[src/rtl/spmmio_pkg.sv]
// spmmio_pkg: shared types and constants for the SPMMIO bus bridge.
package spmmio_pkg;
  typedef enum logic {IDLE, BUS} state_t;
  localparam int SPMMIO_ADR_W = 24;
  localparam logic [31:0] SPMMIO_ERR_DATA = 32'hFFFFFFFF;
endpackage

[src/rtl/spmmio_bus_bridge.sv]
// spmmio_bus_bridge: CPU data port to SPMMIO Wishbone-style master, posted stores and ack watchdog.
module spmmio_bus_bridge
  import spmmio_pkg::*;
#(
  parameter int unsigned timeout_cycles = 1023,
  parameter bit posted_writes = 1'b1
) (
  input  logic                    clk,
  input  logic                    reset,
  input  logic                    cpu_req,
  input  logic                    cpu_we,
  input  logic [0:21]             cpu_adr,
  input  logic [0:3]              cpu_sel,
  input  logic [0:31]             cpu_wdat,
  output logic                    cpu_ack,
  output logic [0:31]             cpu_rdat,
  output logic                    cpu_err,
  output logic [0:SPMMIO_ADR_W-1] adr_o,
  output logic                    cyc_o,
  output logic                    stb_o,
  output logic [0:3]              sel_o,
  output logic                    we_o,
  output logic [0:31]             dat_o,
  input  logic                    ack_i,
  input  logic [0:31]             dat_i,
  input  logic                    err_clr,
  output logic                    bus_err,
  output logic [0:21]             err_adr
);
  state_t state, state_nx;
  logic [21:0] req_adr, eadr;
  logic [3:0] req_sel;
  logic [31:0] req_dat, rdat;
  logic req_we, accept, done, abort, wd_hit, resp;
  logic [15:0] wd;
  assign wd_hit = ({1'b0, wd} + 17'd1) >= 17'(timeout_cycles);
  // a posted store was already acked on issue, so only loads and unposted stores answer at the end
  assign resp = !req_we || !posted_writes;
  always_comb begin
    accept = state == IDLE && cpu_req && !cpu_ack;
    done = state == BUS && ack_i;
    abort = state == BUS && !ack_i && wd_hit;
    state_nx = accept ? BUS : (done || abort) ? IDLE : state;
  end
  assign cyc_o = state == BUS;
  assign stb_o = state == BUS;
  assign adr_o = {req_adr, {(SPMMIO_ADR_W-22){1'b0}}};
  assign sel_o = req_sel;
  assign we_o = req_we;
  assign dat_o = req_dat;
  assign cpu_rdat = rdat;
  assign err_adr = eadr;
  always_ff @(posedge clk or negedge reset) begin
    if (!reset) begin
      state <= IDLE;
      req_adr <= '0;
      req_sel <= '0;
      req_we <= 1'b0;
      req_dat <= '0;
      wd <= '0;
      cpu_ack <= 1'b0;
      cpu_err <= 1'b0;
      rdat <= '0;
      bus_err <= 1'b0;
      eadr <= '0;
    end else begin
      state <= state_nx;
      wd <= accept ? '0 : (state == BUS && wd != '1) ? wd + 16'd1 : wd;
      cpu_ack <= (accept && cpu_we && posted_writes) || ((done || abort) && resp);
      cpu_err <= abort && !req_we;
      if (accept) begin
        req_adr <= cpu_adr;
        req_sel <= cpu_sel;
        req_we <= cpu_we;
        req_dat <= cpu_wdat;
      end
      if ((done || abort) && !req_we)
        rdat <= abort ? SPMMIO_ERR_DATA : dat_i;
      // a fresh abort outranks a clear arriving in the same cycle
      if (abort && (!bus_err || err_clr)) begin
        bus_err <= 1'b1;
        eadr <= req_adr;
      end else if (err_clr)
        bus_err <= 1'b0;
    end
  end
endmodule

[config.mk]
export PLATFORM = sky130hd
export DESIGN_NAME = spmmio_bus_bridge
export DESIGN_NICKNAME = d
export VERILOG_FILES = /design/src/rtl/spmmio_pkg.sv /design/src/rtl/spmmio_bus_bridge.sv
export SDC_FILE = /design/constraint.sdc
export NUM_CORES = 1
export LEC_CHECK = 0
export ABC_AREA = 1
export BUFFER_PORTS_ARGS = -buffer_cell sky130_fd_sc_hd__buf_2
export CAP_MARGIN = 20
export CORE_MARGIN = 2
export CORE_UTILIZATION = 43
export DETAILED_ROUTE_END_ITERATION = 12
export MAX_ROUTING_LAYER = met4
export PLACE_DENSITY = 0.71
export SLEW_MARGIN = 20
export SYNTH_ARGS = -nofsm -noshare
export SYNTH_HDL_FRONTEND = slang
export SYNTH_SLANG_ARGS = --single-unit
[constraint.sdc]
create_clock -name clk -period 2.65 [get_ports clk]
set_input_delay 0.53 -clock clk [delete_from_list [all_inputs] [get_ports clk]]
set_output_delay 0.53 -clock clk [all_outputs]
set_load 0.01 [all_outputs]
======== Word level (Yosys, flattened, before mapping) ========
Cells that the tools add are included.
W data, S select, Z words.
storage, ports and cells
  word-level logic and storage cells ...... 43
  register bits ........................... 133
  input port bits ......................... 96
  output and inout port bits .............. 120
operators by class
  mux-type cells .......................... 7
  $add $sub $neg .......................... 2
  equal/unequal tests ..................... 1
  reduce and logical (&&, ||, !) cells .... 20
  bitwise gates (word level) .............. 1
  $lt $le $gt $ge ......................... 1
operators with widths
  cell                     number
  $mux W16                 2
  $mux W32                 1
  $add A16 B1 Y17 const B  1
  $ge A17 B10 Y1 const B   1
  $add A16 B1 Y16 const B  1
  $ne A16 B16 Y1 const B   1
  $logic_and A1 B1 Y1      10
  $reduce_bool A2 Y1       3
  $logic_not A1 Y1         4
  $mux W1                  4
  $logic_or A1 B1 Y1       3
  $not A1 Y1               1

======== Longest topological paths before layout ========
  depth in word-level cells ............... 6
  mapped depth ............................ 15
  mapped depth without buffers ............ 14

======== Worst setup path before layout ========
Ideal clock, no wire load.
  path type ............................... register to register
  from .................................... reg wd[0]
  to ...................................... reg rdat[30], in the netlist cpu_rdat[1]
  clock period less this slack ............ 1.890 ns
  setup time .............................. 0.119 ns
  setup slack ............................. 0.760 ns
  path buffers ............................ 1
  arrival time ............................ 1.771 ns
  required time ........................... 2.531 ns
  stages on the path, launching flop included .. 14
  cells stage by stage .................... dfrtp_1 ha_1 nand2_2 nor2_4 nand2_2 nor2_2 nand3_1 nand2_1 nand2_2 nor2_4 nand3_2 nand2_4 buf_8 a21oi_2
on the way
  word-level cells in the longest chain between the ends .. 5
  elaborated cells on any way between the ends .. 6
  classes of those cells .................. add/sub: 1; order compare: 1; mux: 1; reduce/logical: 3
RTL lines
  what                      RTL line                 RTL
  start: declaration        spmmio_bus_bridge.sv:35  logic [15:0] wd;
  start signal: assignment  spmmio_bus_bridge.sv:68  wd <= accept ? '0 : (state == BUS && wd != '1) ? wd + 16'd1 : wd;
  $add A16 B1 Y17 (*)       spmmio_bus_bridge.sv:36  assign wd_hit = ({1'b0, wd} + 17'd1) >= 17'(timeout_cycles);
  $ge A17 B10 Y1 (*)        spmmio_bus_bridge.sv:36
  $logic_and A1 B1 Y1 (*)   spmmio_bus_bridge.sv:42  abort = state == BUS && !ack_i && wd_hit;
  $logic_or A1 B1 Y1        spmmio_bus_bridge.sv:77  if ((done || abort) && !req_we)
  $logic_and A1 B1 Y1       spmmio_bus_bridge.sv:77
  end signal: assignment    spmmio_bus_bridge.sv:78  rdat <= abort ? SPMMIO_ERR_DATA : dat_i;
  end: declaration          spmmio_bus_bridge.sv:33  logic [31:0] req_dat, rdat;
Mark *: on every way between the ends. The rest lies on a longest branch, timed or not.
A chain may end at the register's enable or synchronous reset.

======== Final worst setup path ========
  from .................................... reg wd[0]
  to ...................................... reg eadr[14], in the netlist err_adr[7]
on the way
  word-level cells in the longest chain between the ends .. 4
RTL lines
  what                    RTL line                 RTL
  $add A16 B1 Y17         spmmio_bus_bridge.sv:36
  $ge A17 B10 Y1          spmmio_bus_bridge.sv:36
  $logic_and A1 B1 Y1     spmmio_bus_bridge.sv:42
  $logic_and A1 B1 Y1     spmmio_bus_bridge.sv:80  if (abort && (!bus_err || err_clr)) begin
  end signal: assignment  spmmio_bus_bridge.sv:82  eadr <= req_adr;
  end: declaration        spmmio_bus_bridge.sv:31  logic [21:0] req_adr, eadr;
No other way between the ends.

==> impl_metrics.toml <==
[pwr]
vdd_ir_drop_max_mv = 0.467
seqPwrFrac = 0.385
p_per_area_nw_per_um2 = 1160
p_sw_mw = 3.63
leakage_nw = 4.46
p_int_mw = 5.37
combPwrFrac = 0.383
pwr-share-clk = 0.233
p_sw_frac = 0.403

[min_path]
hp-class = "in2async"

[synth]
async_reset_ff_frac = 1.00
synth-seq-cells = 133
synth-seq-area-share = 0.556
synth_warnings = 0
syn_area_per_cell_um2 = 8.48
ys_types = 32
synth-edff-count = 0
synth.area.top_cells = "dfrtp_1, nand2_1, inv_1"
synth_ff_type = "dfrtp_1"
yosysTopAreaCell = "dfrtp_1"
syn_inst = 706
netlist_area_um2 = 5990
synth_top_area_frac = 0.556

[critical_path]
crit_fanout = 26
critical_path_required_ns = 2.96
reg2reg_to = "err_adr[7]$_DFFE_PN0P_"
r2r_cells = 12
crit_path_start_kind = "register"
reg2reg_from = "wd[0]$_DFFE_PN0P_"
path_class = "reg2reg"
crit_family = "simple AND/OR/NAND/NOR gates"
critPathMaxStageDelay_ns = 0.44
end_kind = "register"
worstSetupPathDepth = 12
cp_data_arrival_time_ns = 2.70
path_cells = "ha_1 -> nand3_1 -> nor2_1 -> nand2_1 -> nand2_1 -> nand2_1 -> nor2_1 -> a21oi_2 -> nand2_4 -> nand3_2 -> nand2_1 -> nand2_1"
crit_buf_inv = 0
cpMaxStageDelayCell = "dfrtp_1"
crit_top_cell = "nand2_1"
reg2reg_setup_slack_ns = 0.26

[sta]
whs_ns = 0.0647
maxSlewViolCount = 0
fmax_mhz = 419
worst_pin_slew_ns = 0.698
period_minus_slack_ns = 2.39
setup-violations-final = 0
fin_crit_sh = 0.902
hold_violations = 0
setup_ws_ns = 0.261
slew_headroom = 0.534
skew_ns = 0.00964

[layout]
area_delta_synth_final_pct = 29.4
fin_util = 0.565
num_antenna_cells = 0
nFillCells = 1286
final_nets = 1013
drive_gt1_frac = 0.319
instances_no_fill = 1107
final_area_um2 = 7750

[grt]
grt_pass1_wl_um = 24400
grt_use_total = 0.216
grt_max_degree = 61
antenna_found_initial = 0
grt_pass1_vias = 4917
overflow = 0

[clock_network]
cts-resized-gates = 0
cts_tree = "built"
cts-buffers-inserted = 17
cts_setup_buffers = 0
clk_latency_ns = 0.42
clockRootBuffer = "clkbuf_16"
cts-htree-levels = 4
cts_sinks = 133
ctsHoldBuffers = 0
clockBufferDepth = 2
clk_pin_slew_ns = 0.06

[place]
hpwl_um = 10400
placed_area_um2 = 7190
place_ws_ns = 0.303
portBuffers = 213
dpl.cell_count = 1074
routabilityCongestion = 0.881

[route]
drt_iter0_markers = 342
post_drt_wl_per_cell_um = 13.9
dr.pass1.iters = 4
postRouteAntennaNets = 0
via_per_inst = 4.85
vias = 5369
wirelength_um = 15400
drc = 0

[floorplan]
die_area_um2 = 14900
io_pins = 216
rows = 43
die_w_um = 122
core_um2 = 13700
fp.dieH_um = 122
start_util = 0.436

[flow_run]
max_cap_viol_count = 0

[status]
status = "finished, final reports clean"
flip-flops by register name (all words and copies together), names as in the netlist:
signal    cells
req_adr      22
bus_err       1
cyc_o         1
cpu_ack       1
wd           16
sel_o         4
dat_o        32
err_adr      22
cpu_rdat     32
cpu_err       1
we_o          1
kinds of logic after synthesis:
logic type,count (synthesis),share of synthesized area
and+or+nand+nor,389,0.297
DFF,133,0.556
buffers and inverters,129,0.0917
AOI/OAI and AO/OA,52,0.0508
adders and majority gates,2,0.00418
other,1,0.000626
Yosys cell counts (3+ instances only):
library cell  instances
nor2_4                3
a21oi_2              10
nor2_2                3
nor2_1               17
or4_1                32
buf_2                 3
buf_4                 3
o21ai_0               8
nand2_1             272
dfrtp_1             133
clkbuf_1             25
inv_1                89
a21oi_1              23
o21ai_1               6
nand2_2              13
nand4_1              26
buf_6                 3
nand3_1              12
nor3_1                4
o22ai_1               5
power groups by stage:
stage               Combinational [mW]  Clock (mW)  Sequential (mW)
floorplan                         1.74           0             3.79
global placement                  3.35           0             3.48
detailed placement                3.43           0             3.47
CTS                               3.44        2.13             3.46
global route                      3.88        2.22             3.57
finish                            3.44        2.09             3.46
worst reg2reg max path, cell delays in order, from the launching register on:
cell and delay, ns:
dfrtp_1 0.44, ha_1 0.26, nand3_1 0.11, nor2_1 0.19, nand2_1 0.08, nand2_1 0.09, nand2_1 0.06, nor2_1 0.12
a21oi_2 0.10, nand2_4 0.26, nand3_2 0.36, nand2_1 0.15, nand2_1 0.07
layout make-up:
cell class,instances,area (um^2),area share
clock buffer,19,443,0.0571
clock inverter,12,82.6,0.0107
inverter,92,345,0.0446
multi-input combinational,446,2130,0.275
sequential,133,3330,0.429
tap,180,225,0.0291
timing repair buffer,225,1190,0.154
stage by stage:
step / TNS [ns] / total power [mW]
floorplan: 0 / 5.53
global placement: 0 / 6.82
detailed placement: 0 / 6.90
CTS: 0 / 9.03
global route: -0.0808 / 9.68
finish: 0 / 8.99
metal layers:
metal / GRT usage / routed length, um
met5: - / 0
met3: 0.0524 / 1090
met4: 0.0769 / 242
met2: 0.329 / 7260
met1: 0.284 / 6840
layout by cell type (no fill, tap or decap):
cell | Yosys | final
conb_1 | 1 | 2
buf_12 | 1 | 1
inv_1 | 89 | 89
nand3_1 | 12 | 12
inv_2 | 2 | 3
nand3_2 | 2 | 3
o21ai_1 | 6 | 6
nor2_4 | 3 | 3
a21oi_2 | 10 | 10
nand2_4 | 2 | 2
clkinvlp_4 | 0 | 3
nand2_2 | 13 | 13
or4_1 | 32 | 32
o21ai_0 | 8 | 8
ha_1 | 2 | 2
nor3_2 | 1 | 2
nand4_1 | 26 | 26
nand3_4 | 1 | 1
inv_6 | 0 | 1
nor3_1 | 4 | 3
nor2_1 | 17 | 16
dfrtp_1 | 133 | 133
buf_16 | 0 | 1
clkbuf_1 | 25 | 1
buf_2 | 3 | 212
buf_4 | 3 | 10
clkbuf_16 | 0 | 17
o22ai_1 | 5 | 5
clkinv_4 | 0 | 3
a21oi_1 | 23 | 23
nor2_2 | 3 | 4
clkinv_2 | 0 | 5
clkbuf_8 | 0 | 1
buf_6 | 3 | 1
nand2_1 | 272 | 272
and2_1 | 1 | 1
how the worst max path moves through the flow:
stage,start,end,slack [ns]
CTS,wd[0]$_DFFE_PN0P_,err_adr[2]$_DFFE_PN0P_,0.28
finish,wd[0]$_DFFE_PN0P_,err_adr[7]$_DFFE_PN0P_,0.26
detailed placement,wd[0]$_DFFE_PN0P_,err_adr[6]$_DFFE_PN0P_,0.30
global route,wd[0]$_DFFE_PN0P_,err_adr[7]$_DFFE_PN0P_,-0.02
global placement,wd[0]$_DFFE_PN0P_,err_adr[2]$_DFFE_PN0P_,0.36
floorplan,wd[0]$_DFFE_PN0P_,cpu_rdat[1]$_DFFE_PN0P_,0.76
No activity file was read; power rests on OpenSTA's default activity.
